<file path="config.mk">
export PLATFORM = sky130hd
export DESIGN_NAME = ssd_driver
export DESIGN_NICKNAME = d
export VERILOG_FILES = /design/src/rtl/ssd_driver.sv
export SDC_FILE = /design/constraint.sdc
export NUM_CORES = 1
export LEC_CHECK = 0
export CAP_MARGIN = 20
export CORE_MARGIN = 2
export CORE_UTILIZATION = 40
export CTS_CLUSTER_SIZE = 25
export DETAILED_ROUTE_END_ITERATION = 16
export GPL_TIMING_DRIVEN = 1
export HOLD_SLACK_MARGIN = 0.12
export PLACE_DENSITY_LB_ADDON = 0.25
export SLEW_MARGIN = 20
export SYNTH_ARGS = -nofsm -noshare
export SYNTH_HDL_FRONTEND = slang
export SYNTH_SLANG_ARGS = --single-unit
</file>
<file path="constraint.sdc">
create_clock -name clk -period 4.95 [get_ports clk]
set_clock_uncertainty 0.15 [all_clocks]
set_input_delay 0.99 -clock clk [delete_from_list [all_inputs] [get_ports clk]]
set_output_delay 0.99 -clock clk [all_outputs]
set_load 0.005 [all_outputs]
</file>
<file path="src/rtl/ssd_driver.sv">
// rtl/ssd_driver.sv - 13-bit binary to 4-digit multiplexed seven-segment driver
module ssd_driver #(
  parameter int REFRESH_CYCLES = 100000,
  parameter bit BLANK_LZ       = 1'b1
) (
  input  logic        clk,
  input  logic        reset,
  input  logic [12:0] value,
  output logic [3:0]  anode,
  output logic [6:0]  segments,
  output logic        busy
);

  localparam int RW = (REFRESH_CYCLES > 1) ? $clog2(REFRESH_CYCLES) : 1;
  localparam logic [RW-1:0] REF_LAST = RW'(REFRESH_CYCLES - 1);

  typedef enum logic [1:0] {IDLE, SHIFT, DONE} state_t;

  state_t         r_state;
  logic [12:0]    r_captured;
  logic [12:0]    r_shreg;
  logic [15:0]    r_bcd;
  logic [3:0]     r_cnt;
  logic [15:0]    r_disp;
  logic           r_busy;
  logic [RW-1:0]  r_refresh;
  logic [1:0]     r_dig;

  logic [15:0]    w_adj;
  logic [28:0]    w_shift;
  logic [3:0]     w_nib;
  logic           w_upper_zero;
  logic           w_blank;

  // Double-dabble correction: any BCD nibble of 5 or more gets +3 before the shift
  always_comb begin
    w_adj = r_bcd;
    for (int i = 0; i < 4; i++) begin
      if (r_bcd[i*4 +: 4] >= 4'd5) begin
        w_adj[i*4 +: 4] = r_bcd[i*4 +: 4] + 4'd3;
      end
    end
  end

  assign w_shift = {w_adj, r_shreg} << 1;

  // Converter FSM: capture a changed value, shift 13 times, then publish to the display
  always_ff @(posedge clk or negedge reset) begin
    if (!reset) begin
      r_state    <= IDLE;
      r_captured <= '0;
      r_shreg    <= '0;
      r_bcd      <= '0;
      r_cnt      <= '0;
      r_disp     <= '0;
      r_busy     <= 1'b0;
    end else begin
      case (r_state)
        IDLE: begin
          if (value != r_captured) begin
            r_captured <= value;
            r_shreg    <= value;
            r_bcd      <= '0;
            r_cnt      <= '0;
            r_busy     <= 1'b1;
            r_state    <= SHIFT;
          end
        end
        SHIFT: begin
          {r_bcd, r_shreg} <= w_shift;
          r_cnt            <= r_cnt + 4'd1;
          if (r_cnt == 4'd12) begin
            r_state <= DONE;
          end
        end
        DONE: begin
          r_disp  <= r_bcd;
          r_busy  <= 1'b0;
          r_state <= IDLE;
        end
        default: begin
          r_busy  <= 1'b0;
          r_state <= IDLE;
        end
      endcase
    end
  end

  // Refresh timer: advance to the next digit every REFRESH_CYCLES clocks
  always_ff @(posedge clk or negedge reset) begin
    if (!reset) begin
      r_refresh <= '0;
      r_dig     <= '0;
    end else if (r_refresh == REF_LAST) begin
      r_refresh <= '0;
      r_dig     <= r_dig + 2'd1;
    end else begin
      r_refresh <= r_refresh + 1'b1;
    end
  end

  assign w_nib = r_disp[{r_dig, 2'b00} +: 4];

  // Leading-zero test: the selected digit and all digits above it are zero
  always_comb begin
    w_upper_zero = 1'b0;
    case (r_dig)
      2'd1:    w_upper_zero = (r_disp[15:4]  == 12'd0);
      2'd2:    w_upper_zero = (r_disp[15:8]  == 8'd0);
      2'd3:    w_upper_zero = (r_disp[15:12] == 4'd0);
      default: w_upper_zero = 1'b0;
    endcase
  end

  assign w_blank = BLANK_LZ && w_upper_zero;

  // Active-low segment decode {g,f,e,d,c,b,a}; non-decimal nibbles go dark
  always_comb begin
    segments = 7'b1111111;
    if (!w_blank) begin
      case (w_nib)
        4'd0:    segments = 7'b1000000;
        4'd1:    segments = 7'b1111001;
        4'd2:    segments = 7'b0100100;
        4'd3:    segments = 7'b0110000;
        4'd4:    segments = 7'b0011001;
        4'd5:    segments = 7'b0010010;
        4'd6:    segments = 7'b0000010;
        4'd7:    segments = 7'b1111000;
        4'd8:    segments = 7'b0000000;
        4'd9:    segments = 7'b0010000;
        default: segments = 7'b1111111;
      endcase
    end
  end

  assign anode = ~(4'b0001 << r_dig);
  assign busy  = r_busy;

endmodule

</file>
Word-level counts from Yosys, hierarchy flattened
Memory sizes are Yosys's and may differ from the RTL's.
Cells that the tools add are included.
Storage, ports and cells
  bits in read-only memories: 112
  input port bits: 15
  memories: 1
  bits in registers: 84
Memory list
  (name not given): words 16, bits a word 7, rd ports 1, clocked after memory_dff 0, write ports 0, RTL line 121  | case (w_nib)
Cells by class
  bitwise gates (word level): 2
  add/sub/neg operators: 7
  equal/unequal tests: 10
  shifts and indexed selects: 2
  $lt $le $gt $ge: 4
  mux-type cells: 18
  reduce and logical (&&, ||, !) cells: 9
Operator list (number)
  $pmux W16 S2: 1
  $pmux W13 S2: 1
  $add A17 B1 Y17 const B: 1
  $eq A17 B17 Y1 const B: 1
  $mux W17: 1
  $ge A4 B3 Y1 const B: 4
  $mux W16: 1
  $mux W4: 4
  $shiftx A16 B5 Y4: 1
  $mux W13: 1
  $ne A13 B13 Y1: 1
  $add A4 B2 Y4 const B: 3
  $logic_not A12 Y1: 1
  $logic_not A8 Y1: 1
  $pmux W4 S2: 1
  $reduce_and A2 Y1: 4
  $mux W7: 1
  $eq A2 B2 Y1 const B: 3
  $add A4 B1 Y4 const B: 1
  $eq A2 B1 Y1 const B: 2
  $eq A4 B4 Y1 const B: 1
  $logic_not A4 Y1: 1
  $mux W2: 2
  $ne A2 B2 Y1 const B: 2
  12 further kinds: 12

Depth between registers and ports, before layout
Gate-level depths: netlist (run 1).
  depth after elaboration: 3
  depth in mapped cells: 9
  gate-level depth less buffers: 8

Least setup slack after synthesis (run 1)
OpenSTA, ideal clock, no wires.
  path type: register to output
  start: reg r_dig[0]
  end: out segments[3]
  cell stages (with the launch flop): 8
  data arrival time: 1.818 ns
  path slack: 1.992 ns
  path buffers: 1
  path through: dfrtp_1 > buf_2 > mux4_2 > inv_1 > ha_1 > a21oi_1 > nor2_1 > o21ai_0
Between the ends
  cells in the longest elaborated chain, start to end: 3
  elaborated cells between the ends (all ways): 7
Ends and longest elaborated chain
  start: declaration: RTL line 27  | logic [1:0] r_dig;
  start signal: assignment: RTL line 96  | r_dig <= r_dig + 2'd1;
  $shiftx A16 B5 Y4, or another cell as far along: RTL line 102  | assign w_nib = r_disp[{r_dig, 2'b00} +: 4];
  $mem_v2 Z16 W7 or $pmux W1 S3 (tied branches)
  $mux W7 *: RTL line 120  | if (!w_blank) begin
  end: declaration: RTL line 10  | output logic [6:0] segments,
Mark *: on every way between the ends. The rest lies on a longest branch, timed or not.

Final worst setup path (run 1)
Same ends and word-level chain as after synthesis.

==> results by group, run 1 <==
Synthesis
  – Cells after Synth: 402
  – Syn Nets: 438
  – XOR/XNOR Fraction of Synth Area: 7.19%
  – Top cell type by total area after synthesis: dfrtp_1
  – Multiplexer share of the synthesized area: 9.41%
  – Synth Area in Compound Gates: 12.9%
  – Yosys warns: 0
  – Post-synth EDFFs: 0
  – Main area contributors after synthesis: dfrtp_1, ha_1, xnor2_1
  – Syn Area/Cell: 10.9 um^2
  – Main combinational cell family by area after synthesis: compound AO/OA/AOI/OAI gates
  – List of most frequent post-synthesis cells: dfrtp_1, nand2_1, nor2_1
  – Adder-cell area share of the yosys netlist: 5.99%
  – Number of synthesized register bits: 84
  – Sequential share of the synthesized area: 47.9%
  – Ys flop type: dfrtp_1
  – Post-synth cell types: 42
  – Most frequent cell after synthesis: dfrtp_1
  – Share of the synthesized area in the top cell type: 47.9%
  – Simple-gate share of the synthesized area: 12.7%
  – Async SR Flop Fraction: 100%
  – Mapped Area: 0.00439 mm^2

Power and ir drop
  – Combinational power share: 39.9%
  – Total power: 2.70 mW
  – PwrDens: 544 mW/mm^2
  – Switching Power: 0.937 mW
  – Share of power burned in registers: 41.3%
  – Clock network power share: 18.8%
  – Leakage: 2.20 nW
  – Max IR drop VDD: 0.000220 V
  – Internal power: 1.76 mW
  – Sw frac: 34.7%

Clock network
  – Post-CTS sizing: 0
  – TritonCTS clock tree: yes
  – CTS H-tree lvls: 3
  – CTS hold repair buffers: 0
  – Root buffer cell: clkbuf_8
  – Worst skew pair latency: 370 ps
  – Clock transition at the registers of the reported paths: 80 ps
  – Longest Clk Path Bufs: 2
  – Post-CTS setup repair buffer count: 0
  – CTS sink cnt: 84
  – TritonCTS buffer count: 9

GRT
  – Vias in the first global route: 2899
  – Largest net degree at the start of global routing: 85
  – GR Layer Usage met3: 4.12%
  – Total GRT Usage: 15.3%
  – First-pass GRT wire length: 14100 um
  – Grt total ovfl: 0
  – Initial antenna violation count: 0
  – Global routing usage on met2: 23.3%
  – Layer with the highest usage: met2
  – Met1 Use GR: 20.8%

Timing
  – Post-route minimum period: 3940 ps
  – TNS Setup: 0 ps
  – Setup Viol. Count Final: 0
  – Max-slew violation count: 0
  – Final hold violation count: 0
  – Part of the cycle the worst path needs: 79.7%
  – Slew at the pin closest to its max-slew limit: 776 ps
  – Max_slew headroom: 48.3%
  – Max Freq: 254 MHz
  – RSZ-0062 raised after global routing: no

Die
  – Die Ht: 109 um
  – Die width: 109 um
  – Rows: 38
  – Initial Util: 40.7%
  – CORE AREA: 0.0108 mm^2
  – IO Pins: 27
  – Die Area: 0.0118 mm^2

Critical path
  – CP max FO: 8
  – Startpoint Class: flop
  – Reg2reg end: r_disp[14]$_DFFE_PN0N_
  – Worst R2R Setup Slack: 2450 ps
  – Critical path class: reg -> out
  – Critical Path Slowest Stage Cell: mux4_2
  – CP endpoint kind: output port
  – Worst EP arrival: 2800 ps
  – Reg2reg start: r_state[0]$_DFFE_PN0P_
  – CP Cell Sequence: mux4_2, inv_1, ha_1, a21oi_1, nor2_1, o21ai_0, clkdlybuf4s50_1
  – Max incr delay on CP: 630 ps
  – Req. time, crit path: 3810 ps
  – Reg2Reg Depth: 3

Placement
  – DPL Wire Length: 5370 um
  – DP Area: 0.00475 mm^2
  – IO Port Bufs: 26
  – Placer Congestion: 0.776
  – Placed Cells: 556

Worst hold path
  – Min-Delay Path Depth: 1
  – Hold EP: r_refresh[13]$_DFF_PN0_
  – Min-delay src: r_refresh[13]$_DFF_PN0_
  – HP Class: reg -> reg

Drt
  – Vias per cell: 5.24
  – DRT iter0 DRCs: 153
  – DRC errors left: 0
  – Final wirelength: 8140 um
  – Routed vias: 2999
  – First-pass detailed-route iteration total: 4
  – Antenna-violating nets left: 0
  – Wirelength per Cell: 14.2 um

Final layout
  – Layout Nets: 463
  – Fraction of layout instances using a drive strength above 1: 12.5%
  – Area grow syn2layout: 13.0%
  – Filler cell count: 1012
  – Reg area: 0.00210 mm^2
  – Finished Cell Area: 0.00496 mm^2
  – Fin util: 45.9%
  – Final std cells w/o fill: 572
  – Multi-input logic area: 0.00212 mm^2
  – Antenna diodes: 0

Run
  – Max_cap viols: 0

Status
  – Status: complete, no violations
power groups by stage:
stage	clock, mW	sequential [mW]	combinational [mW]
final	0.507	1.12	1.08
after global placement	0	1.13	1.05
after CTS	0.521	1.12	1.09
after detailed placement	0	1.13	1.08
after floorplan	0	1.05	0.844
after global routing	0.552	1.15	1.23
cell families after synthesis:
group                      Yosys count
AOI/OAI and AO/OA                   80
xor gates and xnor gates            36
adders and majority gates           21
buffers and inverters               36
DFF                                 84
muxes                               32
and+or+nand+nor                    113
critical path: cells and delay by family (launching register included):
family	cells	cell delay (ps)
buf+inv	2	660
mux	1	630
flops	1	560
compound gates	2	280
fa+ha+maj	1	260
simple gates	1	50
layout by cell type (no fill, tap or decap), types with 7 or more instances in the layout:
master	instances
dfrtp_1	84
nand2_1	37
nor2_1	35
o21ai_0	28
xnor2_1	26
clkdlybuf4s50_1	25
a22o_1	22
ha_1	21
inv_1	20
mux2_2	16
xor2_1	10
clkbuf_8	10
nand3_1	9
a21oi_1	9
a221o_1	8
mux2_4	7
metal layers:
| metal | vias to the layer above | wire length (um) |
|---|---|---|
| li1 | 1453 | - |
| met1 | 1493 | 4030 |
| met2 | 46 | 3760 |
| met3 | 7 | 250 |
| met4 | 0 | 101 |
| met5 | - | 0 |
metrics by stage:
step | setup slack (ps) | hold slack (ps)
2_1_floorplan | 1990 | 295
3_3_place_gp | 1450 | 325
3_5_place_dp | 1380 | 336
4_1_cts | 972 | 354
5_1_grt | 824 | 390
6_report | 1010 | 350
how the worst max path moves through the flow:
| stage | start | to | slack [ps] | cells after the start |
|---|---|---|---|---|
| detailed placement | r_dig[0]$_DFFE_PN0N_ | segments[3] | 1380 | 7 |
| finish | r_dig[0]$_DFFE_PN0N_ | segments[3] | 1010 | 7 |
| floorplan | r_dig[0]$_DFFE_PN0N_ | segments[3] | 1990 | 7 |
| global route | r_dig[0]$_DFFE_PN0N_ | segments[0] | 820 | 8 |
| CTS | r_dig[0]$_DFFE_PN0N_ | segments[3] | 970 | 7 |
| global placement | r_dig[0]$_DFFE_PN0N_ | segments[3] | 1450 | 7 |
sequential cells by signal, indices dropped and copies added, names as in the netlist:
name        flops
busy            1
r_dig           2
r_shreg        13
r_cnt           4
r_captured     13
r_state         2
r_bcd          16
r_disp         16
r_refresh      17
area by class of cell:
| cell class | instances | share of cell area (%) |
|---|---|---|
| Multi-Input combinational cell | 282 | 42.7 |
| Sequential cell | 84 | 42.4 |
| Timing Repair Buffer | 29 | 5.73 |
| Tap cell | 140 | 3.53 |
| Clock buffer | 11 | 2.85 |
| Inverter | 21 | 1.59 |
| Clock inverter | 5 | 1.21 |
No activity file was read; power rests on OpenSTA's default activity.
==> run 2, diff against run 1 <==
Clock period 4.95 ns to 3.2 ns, I/O delays scaled along.
==> results by group, run 2 (synthesized netlist as in run 1, its figures left out) <==
Final layout
  – Area grow syn2layout: 15.3%
  – Filler cell count: 972
  – Most common cell after layout, fill and taps aside: dfrtp_1
  – Leading cell types in the layout, fill and taps excluded: dfrtp_1, nand2_1, nor2_1
  – Layout Nets: 475
  – Antenna diodes: 0
  – Fraction of layout instances using a drive strength above 1: 15.5%
  – Most flops, register: r_refresh
  – Top flop regs: r_refresh x17, r_bcd x16, r_disp x16
  – Largest register FFs: 17

Power and ir drop
  – PwrDens: 819 mW/mm^2
  – Leakage: 2.30 nW
  – Max IR drop VDD: 0.000332 V

Placement
  – Placer Congestion: 0.766
  – IO Port Bufs: 26
  – DPL Wire Length: 5720 um

Drt
  – Routed vias: 3004
  – DRT iter0 DRCs: 172
  – Antenna-violating nets left: 0
  – Final wirelength: 8190 um
  – Wirelength per Cell: 14.0 um
  – DRC errors left: 0
  – First-pass detailed-route iteration total: 4
  – Vias per cell: 5.14

Run
  – Max_cap viols: 0

GRT
  – Initial antenna violation count: 0
  – Largest net degree at the start of global routing: 44
  – Grt total ovfl: 0
  – Vias in the first global route: 2976
  – Total GRT Usage: 15.8%
  – First-pass GRT wire length: 14600 um

Timing
  – Final hold violation count: 0
  – Part of the cycle the worst path needs: 94.1%
  – Max-slew violation count: 0
  – Hold slack: 115 ps
  – Max Freq: 332 MHz
  – Setup Viol. Count Final: 0
  – Slew at the pin closest to its max-slew limit: 636 ps
  – Max_slew headroom: 57.5%
  – RSZ-0062 raised after global routing: no
  – TNS Setup: 0 ps
  – Post-route minimum period: 3010 ps

Clock network
  – Clock transition at the registers of the reported paths: 90 ps
  – Root buffer cell: clkbuf_8
  – TritonCTS clock tree: yes
  – Longest Clk Path Bufs: 2
  – CTS H-tree lvls: 3
  – CTS sink cnt: 84
  – Worst skew pair latency: 350 ps
  – TritonCTS buffer count: 9
  – CTS hold repair buffers: 0

Status
  – Status: complete, no violations

Die
  – Initial Util: 40.7%
  – Rows: 38
  – Die Area: 0.0118 mm^2
  – Die width: 109 um
  – CORE AREA: 0.0108 mm^2
  – Die Ht: 109 um
  – IO Pins: 27

Critical path
  – CP endpoint kind: output port
  – Worst EP arrival: 2220 ps
  – Worst R2R Setup Slack: 1020 ps
  – Startpoint Class: flop
  – Reg2Reg Depth: 4
  – CP endpoint: segments[3]
  – Critical path class: reg -> out
  – Crit path from: r_dig[0]$_DFFE_PN0N_
  – CP max FO: 5
  – Req. time, crit path: 2410 ps
  – Reg2reg start: r_refresh[12]$_DFF_PN0_
  – Reg2reg end: r_dig[1]$_DFFE_PN0N_

Worst hold path
  – HP Class: in -> async
-- run 2: cell count changes in the layout (fill, tap and decap cells not counted), moves of 2 or more --
cell             before  now
buf_4                 3   14
clkdlybuf4s50_1      25   18
dlygate4sd2_1         0    5
dlymetal6s2s_1        0    2
-- run 2: stage by stage --
stage | setup slack (ps) | std cells | instance area, um^2 | utilization, % | power (mW)
after floorplan | 592 | 402 | 4390 | - | 2.94
after global placement | 246 | 565 | 4830 | 44.8 | 3.41
after detailed placement | 225 | 565 | 4830 | 44.8 | 3.47
after CTS | 34.4 | 584 | 5050 | 46.8 | 4.20
after global routing | 11.9 | 584 | 5060 | 46.9 | 4.52
final | 190 | 584 | 5060 | 46.9 | 4.15
-- run 2: where the power goes --
part	internal, mW	switching (mW)	total (mW)
combinational	0.942	0.787	1.73
clock	0.333	0.393	0.726
sequential	1.40	0.288	1.69
total	2.68	1.47	4.15
-- run 2: final cells by class --
class                   instances  area, um^2  area share, %
multi-input cells             282        2130           42.0
flip-flops and latches         84        2100           41.5
repair buffers                 41         385           7.61
well taps                     140         175           3.46
clock buffers                  11         151           2.99
inverters                      21        78.8           1.56
clock inverters                 5        42.5          0.841
-- run 2: what timing repair did --
action	4_1_cts	5_1_grt
endpoints found under the hold margin	0	0
gates resized for setup	7	5
endpoints found under the setup margin	6	4
setup buffers	3	1
-- run 2: worst min-delay path by stage --
stage	startpoint	endpoint	slack (ps)	cells past startpoint
after floorplan	reset	busy$_DFFE_PN0P_	190	0
after global placement	r_refresh[13]$_DFF_PN0_	r_refresh[13]$_DFF_PN0_	330	1
after detailed placement	r_refresh[13]$_DFF_PN0_	r_refresh[13]$_DFF_PN0_	330	1
after CTS	reset	r_captured[8]$_DFFE_PN0P_	120	1
after global routing	reset	r_captured[0]$_DFFE_PN0P_	140	1
final	reset	r_captured[7]$_DFFE_PN0P_	120	1
-- run 2: worst max-delay path, cell delays in order (launching register included) --
cell and delay, ps:
dfrtp_1 410, buf_6 150, mux2i_2 140, mux2_4 310, ha_1 300, a21oi_1 140, nor2_1 60, o21ai_0 120
dlygate4sd2_1 250
-- run 2: per-layer routing --
layer / GRT usage (%) / share of wire, % / up-vias
met5: 0 / 0 / -
met4: 6.68 / 1.5 / 0
met3: 2.63 / 3.4 / 10
met2: 24.6 / 46 / 45
met1: 21.8 / 49 / 1466
li1: - / - / 1483
==> run 3, diff against run 2 <==
Settings changed: PLACE_DENSITY set to 0.63, PLACE_DENSITY_LB_ADDON 0.25 to unset.
==> results by group, run 3 (synthesized netlist as in run 1, its figures left out) <==
Status
  – Status: complete, no violations

Final layout
  – Leading cell types in the layout, fill and taps excluded: dfrtp_1, nand2_1, nor2_1
  – Top flop regs: r_refresh x17, r_bcd x16, r_disp x16
  – Finished Cell Area: 0.00509 mm^2
  – Layout Nets: 477
  – Reg area: 0.00210 mm^2
  – Fraction of layout instances using a drive strength above 1: 16.1%
  – Most flops, register: r_refresh
  – Filler cell count: 998
  – Antenna diodes: 0
  – Area grow syn2layout: 16.1%
  – Largest register FFs: 17
  – Most common cell after layout, fill and taps aside: dfrtp_1
  – Multi-input logic area: 0.00215 mm^2

Die
  – Die width: 109 um
  – Initial Util: 40.7%
  – Rows: 38
  – CORE AREA: 0.0108 mm^2
  – Die Area: 0.0118 mm^2
  – Die Ht: 109 um
  – IO Pins: 27

Timing
  – Max-slew violation count: 0
  – Fin worst setup slack: 157 ps
  – Final hold violation count: 0
  – Part of the cycle the worst path needs: 95.1%
  – TNS Setup: 0 ps
  – Slew at the pin closest to its max-slew limit: 639 ps
  – Max Freq: 329 MHz
  – RSZ-0062 raised after global routing: no
  – Max_slew headroom: 57.4%
  – Setup Viol. Count Final: 0
  – Post-route minimum period: 3040 ps

Placement
  – Pre-CTS WS: 234 ps
  – DPL Wire Length: 5850 um
  – Placer Congestion: 0.778
  – IO Port Bufs: 26
  – DP Area: 0.00482 mm^2

Drt
  – DRT iter0 DRCs: 132
  – First-pass detailed-route iteration total: 4
  – Final wirelength: 8690 um
  – Max layer used: met4
  – WL met3: 197 um
  – WL met2: 4090 um
  – Metal-1 WL: 4210 um
  – Routed vias: 3068
  – Antenna-violating nets left: 0
  – Vias per cell: 5.24
  – Wirelength per Cell: 14.8 um
  – DRC errors left: 0

Run
  – Max_cap viols: 0

GRT
  – Initial antenna violation count: 0
  – Vias in the first global route: 3060
  – Grt total ovfl: 0
  – Largest net degree at the start of global routing: 49
  – First-pass GRT wire length: 15100 um
  – Total GRT Usage: 16.5%

Critical path
  – Critical path class: reg -> out
  – CP endpoint kind: output port
  – Startpoint Class: flop
  – Req. time, crit path: 2410 ps
  – Worst EP arrival: 2250 ps
  – CP max FO: 8

Clock network
  – Clock transition at the registers of the reported paths: 90 ps
  – Longest Clk Path Bufs: 2
  – Root buffer cell: clkbuf_8
  – CTS sink cnt: 84
  – TritonCTS clock tree: yes
  – CTS hold repair buffers: 0
  – Worst skew pair latency: 370 ps
  – TritonCTS buffer count: 9
  – CTS H-tree lvls: 3

Power and ir drop
  – Leakage: 2.29 nW
  – PwrDens: 832 mW/mm^2
  – Max IR drop VDD: 0.000346 V

Worst hold path
  – HP Class: in -> async
run 3: cell types whose count changed in the layout (fill, tap and decap cells not counted), moves of 2 or more:
| cell | delta |
|---|---|
| clkinv_4 | -2 |
| dlymetal6s2s_1 | -2 |
| buf_4 | +2 |
| dlygate4sd2_1 | +2 |
run 3: final timing paths:
| path | start | end | slack [ps] | cells past startpoint |
|---|---|---|---|---|
| min in group clk | r_refresh[8]$_DFF_PN0_ | r_refresh[8]$_DFF_PN0_ | 360 | 1 |
| min | reset | r_refresh[4]$_DFF_PN0_ | 140 | 1 |
| max in group asynchronous | reset | r_captured[4]$_DFFE_PN0P_ | 2030 | 2 |
| max reg2reg | r_refresh[13]$_DFF_PN0_ | r_dig[0]$_DFFE_PN0N_ | 1040 | 4 |
| max | r_dig[0]$_DFFE_PN0N_ | segments[0] | 160 | 7 |
| min reg2reg | r_refresh[8]$_DFF_PN0_ | r_refresh[8]$_DFF_PN0_ | 360 | 1 |
run 3: critical path: stages, from the launching register on:
cell,delay (ps)
dfrtp_1,400
buf_6,170
mux4_2,590
buf_4,180
a21oi_1,150
nor2_1,50
o21ai_1,110
dlygate4sd2_1,240
run 3: power breakdown:
| part | internal, mW | switching [mW] | total [mW] | leakage (nW) |
|---|---|---|---|---|
| registers | 1.40 | 0.301 | 1.70 | 1.07 |
| clock network | 0.404 | 0.390 | 0.794 | 0.102 |
| logic | 0.944 | 0.793 | 1.74 | 1.12 |
| total | 2.75 | 1.48 | 4.24 | 2.29 |
run 3: layout make-up:
cell class	instances	area share, %
multi-input cells	283	42.3
well taps	140	3.44
clock buffers	11	2.97
repair buffers	42	7.32
inverters	21	1.55
flip-flops and latches	84	41.3
clock inverters	5	1.15
run 3: routing by layer:
layer,GRT usage (%),vias up
li1,-,1489
met1,22.2,1509
met2,25.4,57
met3,2.39,13
met4,10.1,0
met5,0,-
run 3: metrics by stage:
step	hold WS, ps	std cells	power [mW]	utilization [%]
finish	138	586	4.24	47.2
global route	186	586	4.58	47.2
CTS	153	586	4.27	47.2
detailed placement	339	565	3.45	44.7
global placement	325	565	3.39	44.7
floorplan	194	402	2.94	-
run 3: timing repair:
item                       in CTS  in global routing
setup endpoints to repair       7                  2
gates resized for setup        11                  4
buffers inserted                4                  0
gates cloned                    1                  0
